## src/rtl/mem_stage_unit.sv

```systemverilog
// -----------------------------------------------------------------------------
// mem_stage_unit
//
// MEM-stage data-memory interface for the pipelined RV32I core. Takes the
// EX/MEM control word (mem_read, mem_write, funct3), the ALU byte address and
// the forwarded rs2 value. It issues one access at a time to a single-ported
// data memory using a request/resp handshake, and stalls the pipeline until
// that access retires. It produces lane-replicated store data, a byte mask and
// the sign/zero-extended load result for MEM/WB.
//
// Ports:
//   clk, rst            clock, synchronous active-high reset
//   in_valid            EX/MEM holds a valid instruction
//   mem_read/mem_write  access kind from the control word
//   funct3              load/store width and signedness
//   addr                byte address (ALU result)
//   store_data          rs2 value for stores
//   data_mem_address    word-aligned address of the current access
//   data_mem_read/write request, held high for the whole BUSY phase
//   data_mem_wdata      store data replicated across the byte lanes
//   data_mem_wmask      byte enables (0000 for loads)
//   data_mem_rdata      read data, valid together with data_mem_resp
//   data_mem_resp       one-cycle completion pulse from the memory
//   stall               freeze PC and upstream pipeline registers
//   load_data           extended load result, valid while done=1
//   done                one-cycle pulse: access retired normally
//   fault               one-cycle pulse: misaligned, illegal or timed out
// -----------------------------------------------------------------------------
module mem_stage_unit #(
    parameter int MAX_WAIT = 255
) (
    input  logic        clk,
    input  logic        rst,
    input  logic        in_valid,
    input  logic        mem_read,
    input  logic        mem_write,
    input  logic [2:0]  funct3,
    input  logic [31:0] addr,
    input  logic [31:0] store_data,
    output logic [31:0] data_mem_address,
    output logic        data_mem_read,
    output logic        data_mem_write,
    output logic [31:0] data_mem_wdata,
    output logic [3:0]  data_mem_wmask,
    input  logic [31:0] data_mem_rdata,
    input  logic        data_mem_resp,
    output logic        stall,
    output logic [31:0] load_data,
    output logic        done,
    output logic        fault
);

    localparam int CNT_W = $clog2(MAX_WAIT + 1);

    typedef enum logic [1:0] {
        IDLE = 2'd0,
        BUSY = 2'd1,
        DONE = 2'd2
    } state_t;

    state_t state_reg, state_next;

    logic [31:0]      address_reg,   address_next;
    logic [31:0]      wdata_reg,     wdata_next;
    logic [3:0]       wmask_reg,     wmask_next;
    logic [2:0]       funct3_reg,    funct3_next;
    logic [1:0]       offset_reg,    offset_next;
    logic             is_read_reg,   is_read_next;
    logic             is_write_reg,  is_write_next;
    logic [CNT_W-1:0] wait_cnt_reg,  wait_cnt_next;
    logic [31:0]      load_data_reg, load_data_next;
    logic             aborted_reg,   aborted_next;
    logic             fault_reg,     fault_next;

    // ------------------------------------------------------------------
    // Request decode
    // ------------------------------------------------------------------
    logic mem_op;
    logic single_kind;
    logic legal_funct3;
    logic is_aligned;
    logic start;
    logic reject;

    always_comb begin
        mem_op      = in_valid & (mem_read | mem_write);
        single_kind = mem_read ^ mem_write;

        // Unsigned variants (100/101) only exist for loads.
        case (funct3)
            3'b000, 3'b001, 3'b010: legal_funct3 = 1'b1;
            3'b100, 3'b101:         legal_funct3 = mem_read;
            default:                legal_funct3 = 1'b0;
        endcase

        case (funct3[1:0])
            2'b00:   is_aligned = 1'b1;
            2'b01:   is_aligned = ~addr[0];
            2'b10:   is_aligned = (addr[1:0] == 2'b00);
            default: is_aligned = 1'b0;
        endcase

        start  = mem_op & single_kind & legal_funct3 & is_aligned;
        reject = mem_op & ~start;
    end

    // ------------------------------------------------------------------
    // Store lane steering: each byte lane picks its source byte and decides
    // whether it is enabled, based on access width and address offset.
    // ------------------------------------------------------------------
    logic [31:0] lane_wdata;
    logic [3:0]  lane_wmask;
    logic [7:0]  rdata_byte [4];

    genvar gi;
    generate
        for (gi = 0; gi < 4; gi++) begin : g_lane
            assign lane_wdata[gi*8 +: 8] =
                (funct3[1:0] == 2'b00) ? store_data[7:0] :
                (funct3[1:0] == 2'b01) ? store_data[(gi % 2)*8 +: 8] :
                                         store_data[gi*8 +: 8];

            assign lane_wmask[gi] =
                (funct3[1:0] == 2'b10) |
                ((funct3[1:0] == 2'b01) & (addr[1] == 1'(gi / 2))) |
                ((funct3[1:0] == 2'b00) & (addr[1:0] == 2'(gi)));

            assign rdata_byte[gi] = data_mem_rdata[gi*8 +: 8];
        end
    endgenerate

    // ------------------------------------------------------------------
    // Load extraction using the offset captured at accept time
    // ------------------------------------------------------------------
    logic [7:0]  sel_byte;
    logic [15:0] sel_half;
    logic [31:0] ext_data;

    always_comb begin
        sel_byte = rdata_byte[offset_reg];
        sel_half = offset_reg[1] ? data_mem_rdata[31:16] : data_mem_rdata[15:0];
        case (funct3_reg)
            3'b000:  ext_data = {{24{sel_byte[7]}}, sel_byte};
            3'b001:  ext_data = {{16{sel_half[15]}}, sel_half};
            3'b010:  ext_data = data_mem_rdata;
            3'b100:  ext_data = {24'h0, sel_byte};
            3'b101:  ext_data = {16'h0, sel_half};
            default: ext_data = 32'h0;
        endcase
    end

    // ------------------------------------------------------------------
    // Next-state and datapath logic
    // ------------------------------------------------------------------
    logic [CNT_W-1:0] wait_cnt_inc;
    logic             wait_expired;

    always_comb begin
        wait_cnt_inc = wait_cnt_reg + CNT_W'(1);
        wait_expired = (wait_cnt_inc == CNT_W'(MAX_WAIT));

        state_next     = state_reg;
        address_next   = address_reg;
        wdata_next     = wdata_reg;
        wmask_next     = wmask_reg;
        funct3_next    = funct3_reg;
        offset_next    = offset_reg;
        is_read_next   = is_read_reg;
        is_write_next  = is_write_reg;
        wait_cnt_next  = wait_cnt_reg;
        load_data_next = load_data_reg;
        aborted_next   = aborted_reg;
        fault_next     = 1'b0;
        stall          = 1'b0;

        case (state_reg)
            IDLE: begin
                if (start) begin
                    // Stall in the accept cycle so the instruction stays put.
                    stall         = 1'b1;
                    address_next  = {addr[31:2], 2'b00};
                    wdata_next    = mem_write ? lane_wdata : 32'h0;
                    wmask_next    = mem_write ? lane_wmask : 4'b0000;
                    funct3_next   = funct3;
                    offset_next   = addr[1:0];
                    is_read_next  = mem_read;
                    is_write_next = mem_write;
                    wait_cnt_next = '0;
                    aborted_next  = 1'b0;
                    state_next    = BUSY;
                end else if (reject) begin
                    // No access; downstream squashes on the fault pulse.
                    fault_next = 1'b1;
                end
            end

            BUSY: begin
                stall = 1'b1;
                if (data_mem_resp) begin
                    load_data_next = is_read_reg ? ext_data : 32'h0;
                    state_next     = DONE;
                end else if (wait_expired) begin
                    fault_next     = 1'b1;
                    aborted_next   = 1'b1;
                    load_data_next = 32'h0;
                    state_next     = DONE;
                end else begin
                    wait_cnt_next = wait_cnt_inc;
                end
            end

            DONE: begin
                state_next = IDLE;
            end

            default: begin
                state_next = IDLE;
            end
        endcase
    end

    always_ff @(posedge clk) begin
        if (rst) begin
            state_reg     <= IDLE;
            address_reg   <= 32'h0;
            wdata_reg     <= 32'h0;
            wmask_reg     <= 4'b0000;
            funct3_reg    <= 3'b000;
            offset_reg    <= 2'b00;
            is_read_reg   <= 1'b0;
            is_write_reg  <= 1'b0;
            wait_cnt_reg  <= '0;
            load_data_reg <= 32'h0;
            aborted_reg   <= 1'b0;
            fault_reg     <= 1'b0;
        end else begin
            state_reg     <= state_next;
            address_reg   <= address_next;
            wdata_reg     <= wdata_next;
            wmask_reg     <= wmask_next;
            funct3_reg    <= funct3_next;
            offset_reg    <= offset_next;
            is_read_reg   <= is_read_next;
            is_write_reg  <= is_write_next;
            wait_cnt_reg  <= wait_cnt_next;
            load_data_reg <= load_data_next;
            aborted_reg   <= aborted_next;
            fault_reg     <= fault_next;
        end
    end

    // ------------------------------------------------------------------
    // Outputs: request lines come straight from registers
    // ------------------------------------------------------------------
    assign data_mem_address = address_reg;
    assign data_mem_wdata   = wdata_reg;
    assign data_mem_wmask   = wmask_reg;
    assign data_mem_read    = (state_reg == BUSY) & is_read_reg;
    assign data_mem_write   = (state_reg == BUSY) & is_write_reg;
    assign load_data        = load_data_reg;
    assign done             = (state_reg == DONE) & ~aborted_reg;
    assign fault            = fault_reg;

endmodule
```

## config.mk

```make
export PLATFORM = sky130hd
export DESIGN_NAME = mem_stage_unit
export DESIGN_NICKNAME = d
export VERILOG_FILES = /design/src/rtl/mem_stage_unit.sv
export SDC_FILE = /design/constraint.sdc
export NUM_CORES = 1
export LEC_CHECK = 0
export ABC_AREA = 1
export CORE_AREA = 3 3 110 123
export CTS_CLUSTER_SIZE = 16
export DETAILED_ROUTE_END_ITERATION = 10
export DIE_AREA = 0 0 113 126
export PLACE_DENSITY_LB_ADDON = 0.2
export SLEW_MARGIN = 10
export SYNTH_ARGS = -nofsm -noshare
export SYNTH_HDL_FRONTEND = slang
export SYNTH_SLANG_ARGS = --single-unit
```

## constraint.sdc

```tcl
create_clock -name clk -period 1.8 [get_ports clk]
set_input_delay 0.36 -clock clk [delete_from_list [all_inputs] [get_ports clk]]
set_output_delay 0.36 -clock clk [all_outputs]
set_load 0.01 [all_outputs]
```

==> metrics.md <==
| Metric | Value |
|---|---|
| Die X | 113 µm |
| CTS Buf Count | 17 |
| Fin. max-slew vios | 0 |
| Placed Area | 7879 µm² |
| I/O pin count | 210 |
| Sequential share of the synthesized area | 43.26% |
| Post-synthesis register bit count | 117 |
| Crit path max fanout | 2 |
| Initial antenna violation count | 3 |
| Layout cell share with drive strength beyond 1 | 12.15% |
| Setup Slack @ Placement | -0.8207 ns |
| FMAX | 0.5701 GHz |
| Worst path required time | 1.44 ns |
| Hold buffer count at CTS | 0 |
| Filler cells | 1036 |
| Worst-Margin Slew | 0.5270 ns |
| Clock Tree Buf Depth | 2 |
| Vias/cell | 4.920 |
| Most frequent cells in the layout | 303 x nand2_1, 195 x clkdlybuf4s50_1, 114 x dfxtp_1, 74 x a21oi_1, 60 x nand3_1 |
| All-layer global routing usage | 23.78% |
| Initial DRC Count | 419 |
| Worst setup SP type | input pin |
| Seq pwr share | 37.4% |
| Hold EP | funct3_reg[2]$_SDFFE_PP0P_ |
| R2R setup slack | 0.12 ns |
| Clock Root Buffer | clkbuf_16 |
| Worst Hold Depth | 4 |
| H-Tree Level Count | 4 |
| Clk sinks | 117 |
| Initial DRT Pass Iterations | 5 |
| Worst vdd ir | 0.7238 mV |
| Combinational share of power | 11.9% |
| Pin count of the biggest net entering global routing | 50 |
| # setup viols final | 0 |
| Final Skew | 0.008254 ns |
| CTS tree | yes |
| Total wire length | 17.26 mm |
| DP HPWL | 11.92 mm |
| Avg Inst Size Synth | 6.619 µm² |
| Row cnt | 43 |
| Internal | 5.459 mW |
| Global-route wire length before repair | 27.10 mm |
| Net Sw Power | 1.659 mW |
| Warnings from Yosys | 0 |
| Routed WL per cell | 14.03 µm |
| Clock Power Share | 50.7% |
| Vias in the first global route | 5536 |
| Routability cong. | 0.8655 |
| Worst Hold Class | input pin to flop |
| Minimum clock period | 1.754 ns |
| Antenna Nets Post-Route | 0 |
| HP Start | funct3[2] |
| Area Overhead vs Synth | 62.91% |
| FF-to-FF Start | wait_cnt_reg[0]$_SDFFE_PP0P_ |
| Worst-path clk slew | 0.05 ns |
| Core area | 12480 µm² |
| Die Ht | 126 µm |
| Die area | 14240 µm² |
| Starting Density | 43.37% |
| Count of final hold-check violations | 0 |
| Final net count | 1165 |
| Register area | 2346 µm² |
| Commonest non-fill, non-tap cell in the layout | nand2_1 |
| Count of different cell masters after synthesis | 27 |
| Worst setup margin | 0.04589 ns |
| R2r endpoint | load_data[30]$_SDFFE_PP0P_ |
| Max-Cap Viols | 0 |
| DRC | 0 |
| Pwr dens | 807.0 nW/µm² |
| Switching Fraction | 23.31% |
| R2R cell count | 11 |
| Signal arrival time at the worst endpoint | 1.39 ns |
| Leak pwr | 3.708 nW |
| Outcome | complete, no violations |
| Grt ovf | 0 |
| Mapped Area | 5414 µm² |
| IO Port Bufs | 207 |
| Worst rel slew slack | 64.87% |
| Setup CP Type | input pin to primary output |
| Clk_lat worst skew | 0.42 ns |
| Vias | 6051 |
| Fin crit share | 97.45% |
| Area taken by multi-input logic gates | 2723 µm² |
| Synth Instances | 818 |
| Design area | 8820 µm² |
| Worst Setup End Kind | primary output |
[area by class of cell]
cell class,count,share of cell area (%)
well taps,157,2.227
inverters,66,2.809
diodes,3,0.08512
clock buffers,20,5.178
repair buffers,265,30.22
clock inverters,12,2.014
multi-input cells,590,30.87
flip-flops and latches,117,26.60
[stage by stage]
step | setup TNS (ns) | utilization, % | cells | power (mW) | hold WS [ns]
3_5_place_dp | -61.24 | 63.12 | 1179 | 3.508 | 0.4388
4_1_cts | 0 | 69.99 | 1223 | 7.143 | 0.4207
3_3_place_gp | -57.80 | 63.12 | 1179 | 3.504 | 0.4326
2_1_floorplan | 0 | - | 819 | 3.059 | 0.4307
5_1_grt | -0.01076 | 70.66 | 1230 | 7.373 | 0.4326
6_report | 0 | 70.66 | 1230 | 7.117 | 0.3776
[metal layers]
metal  vias to the layer above  global-route usage (%)  part of all wire [%]
li1                       3107                       -                     -
met1                      2701                   28.74                    41
met2                       219                   38.84                    48
met3                        24                   8.938                   8.8
met4                         0                   8.133                   1.7
met5                         -                       0                     0
[power groups by stage]
stage | Sequential (mW) | Combinational [mW] | Clock, mW
floorplan | 2.72 | 0.334 | 0
global placement | 2.72 | 0.789 | 0
detailed placement | 2.72 | 0.792 | 0
CTS | 2.66 | 0.835 | 3.65
global route | 2.67 | 0.926 | 3.78
finish | 2.66 | 0.846 | 3.61
[repair_timing]
item / in CTS / in global routing
cloned: 3 / 1
setup buffers: 9 / 3
resized for setup: 36 / 17
hold endpoints to repair: 0 / 0
pin swaps: 5 / 8
setup endpoints to repair: 87 / 82
[cells by family after synthesis]
group	share of synthesized area, %
AOI/OAI and AO/OA	13.96
adders and majority gates	0.6934
buffers and inverters	8.713
DFF	43.26
other	0.06927
and+or+nand+nor	33.30
[worst max-delay path by stage]
stage                            startpoint                         end  slack [ns]  cells after the start
2_1_floorplan                     mem_write                       stall        0.02                      8
3_3_place_gp                       mem_read                       stall       -0.80                      9
3_5_place_dp                       mem_read                       stall       -0.82                      9
4_1_cts                             addr[0]                       stall       0.006                      7
5_1_grt        wait_cnt_reg[0]$_SDFFE_PP0P_  load_data[22]$_SDFFE_PP0P_      -0.006                     11
6_report                            addr[0]                       stall        0.05                      7
[synth_stat cells (all sizes together)]
master | instances | area [µm²]
a21boi | 1 | 7.510
a21oi | 74 | 370.4
a31oi | 4 | 25.02
buf | 25 | 141.4
clkbuf | 22 | 82.58
conb | 1 | 3.750
dfxtp | 117 | 2342
ha | 3 | 37.54
inv | 66 | 247.7
nand2 | 311 | 1180
nand3 | 64 | 330.3
nand3b | 1 | 7.510
nand4 | 5 | 31.28
nor2 | 49 | 203.9
nor3 | 8 | 50.05
o211ai | 7 | 52.55
o21ai | 60 | 300.3
[critical path, stage by stage]
cell	delay, ns
clkdlybuf4s50_1	0.47
inv_1	0.06
o21ai_2	0.18
nor3_4	0.06
nand2_2	0.08
nand2_2	0.07
buf_6	0.12
Power figures use the tool's default switching activity.
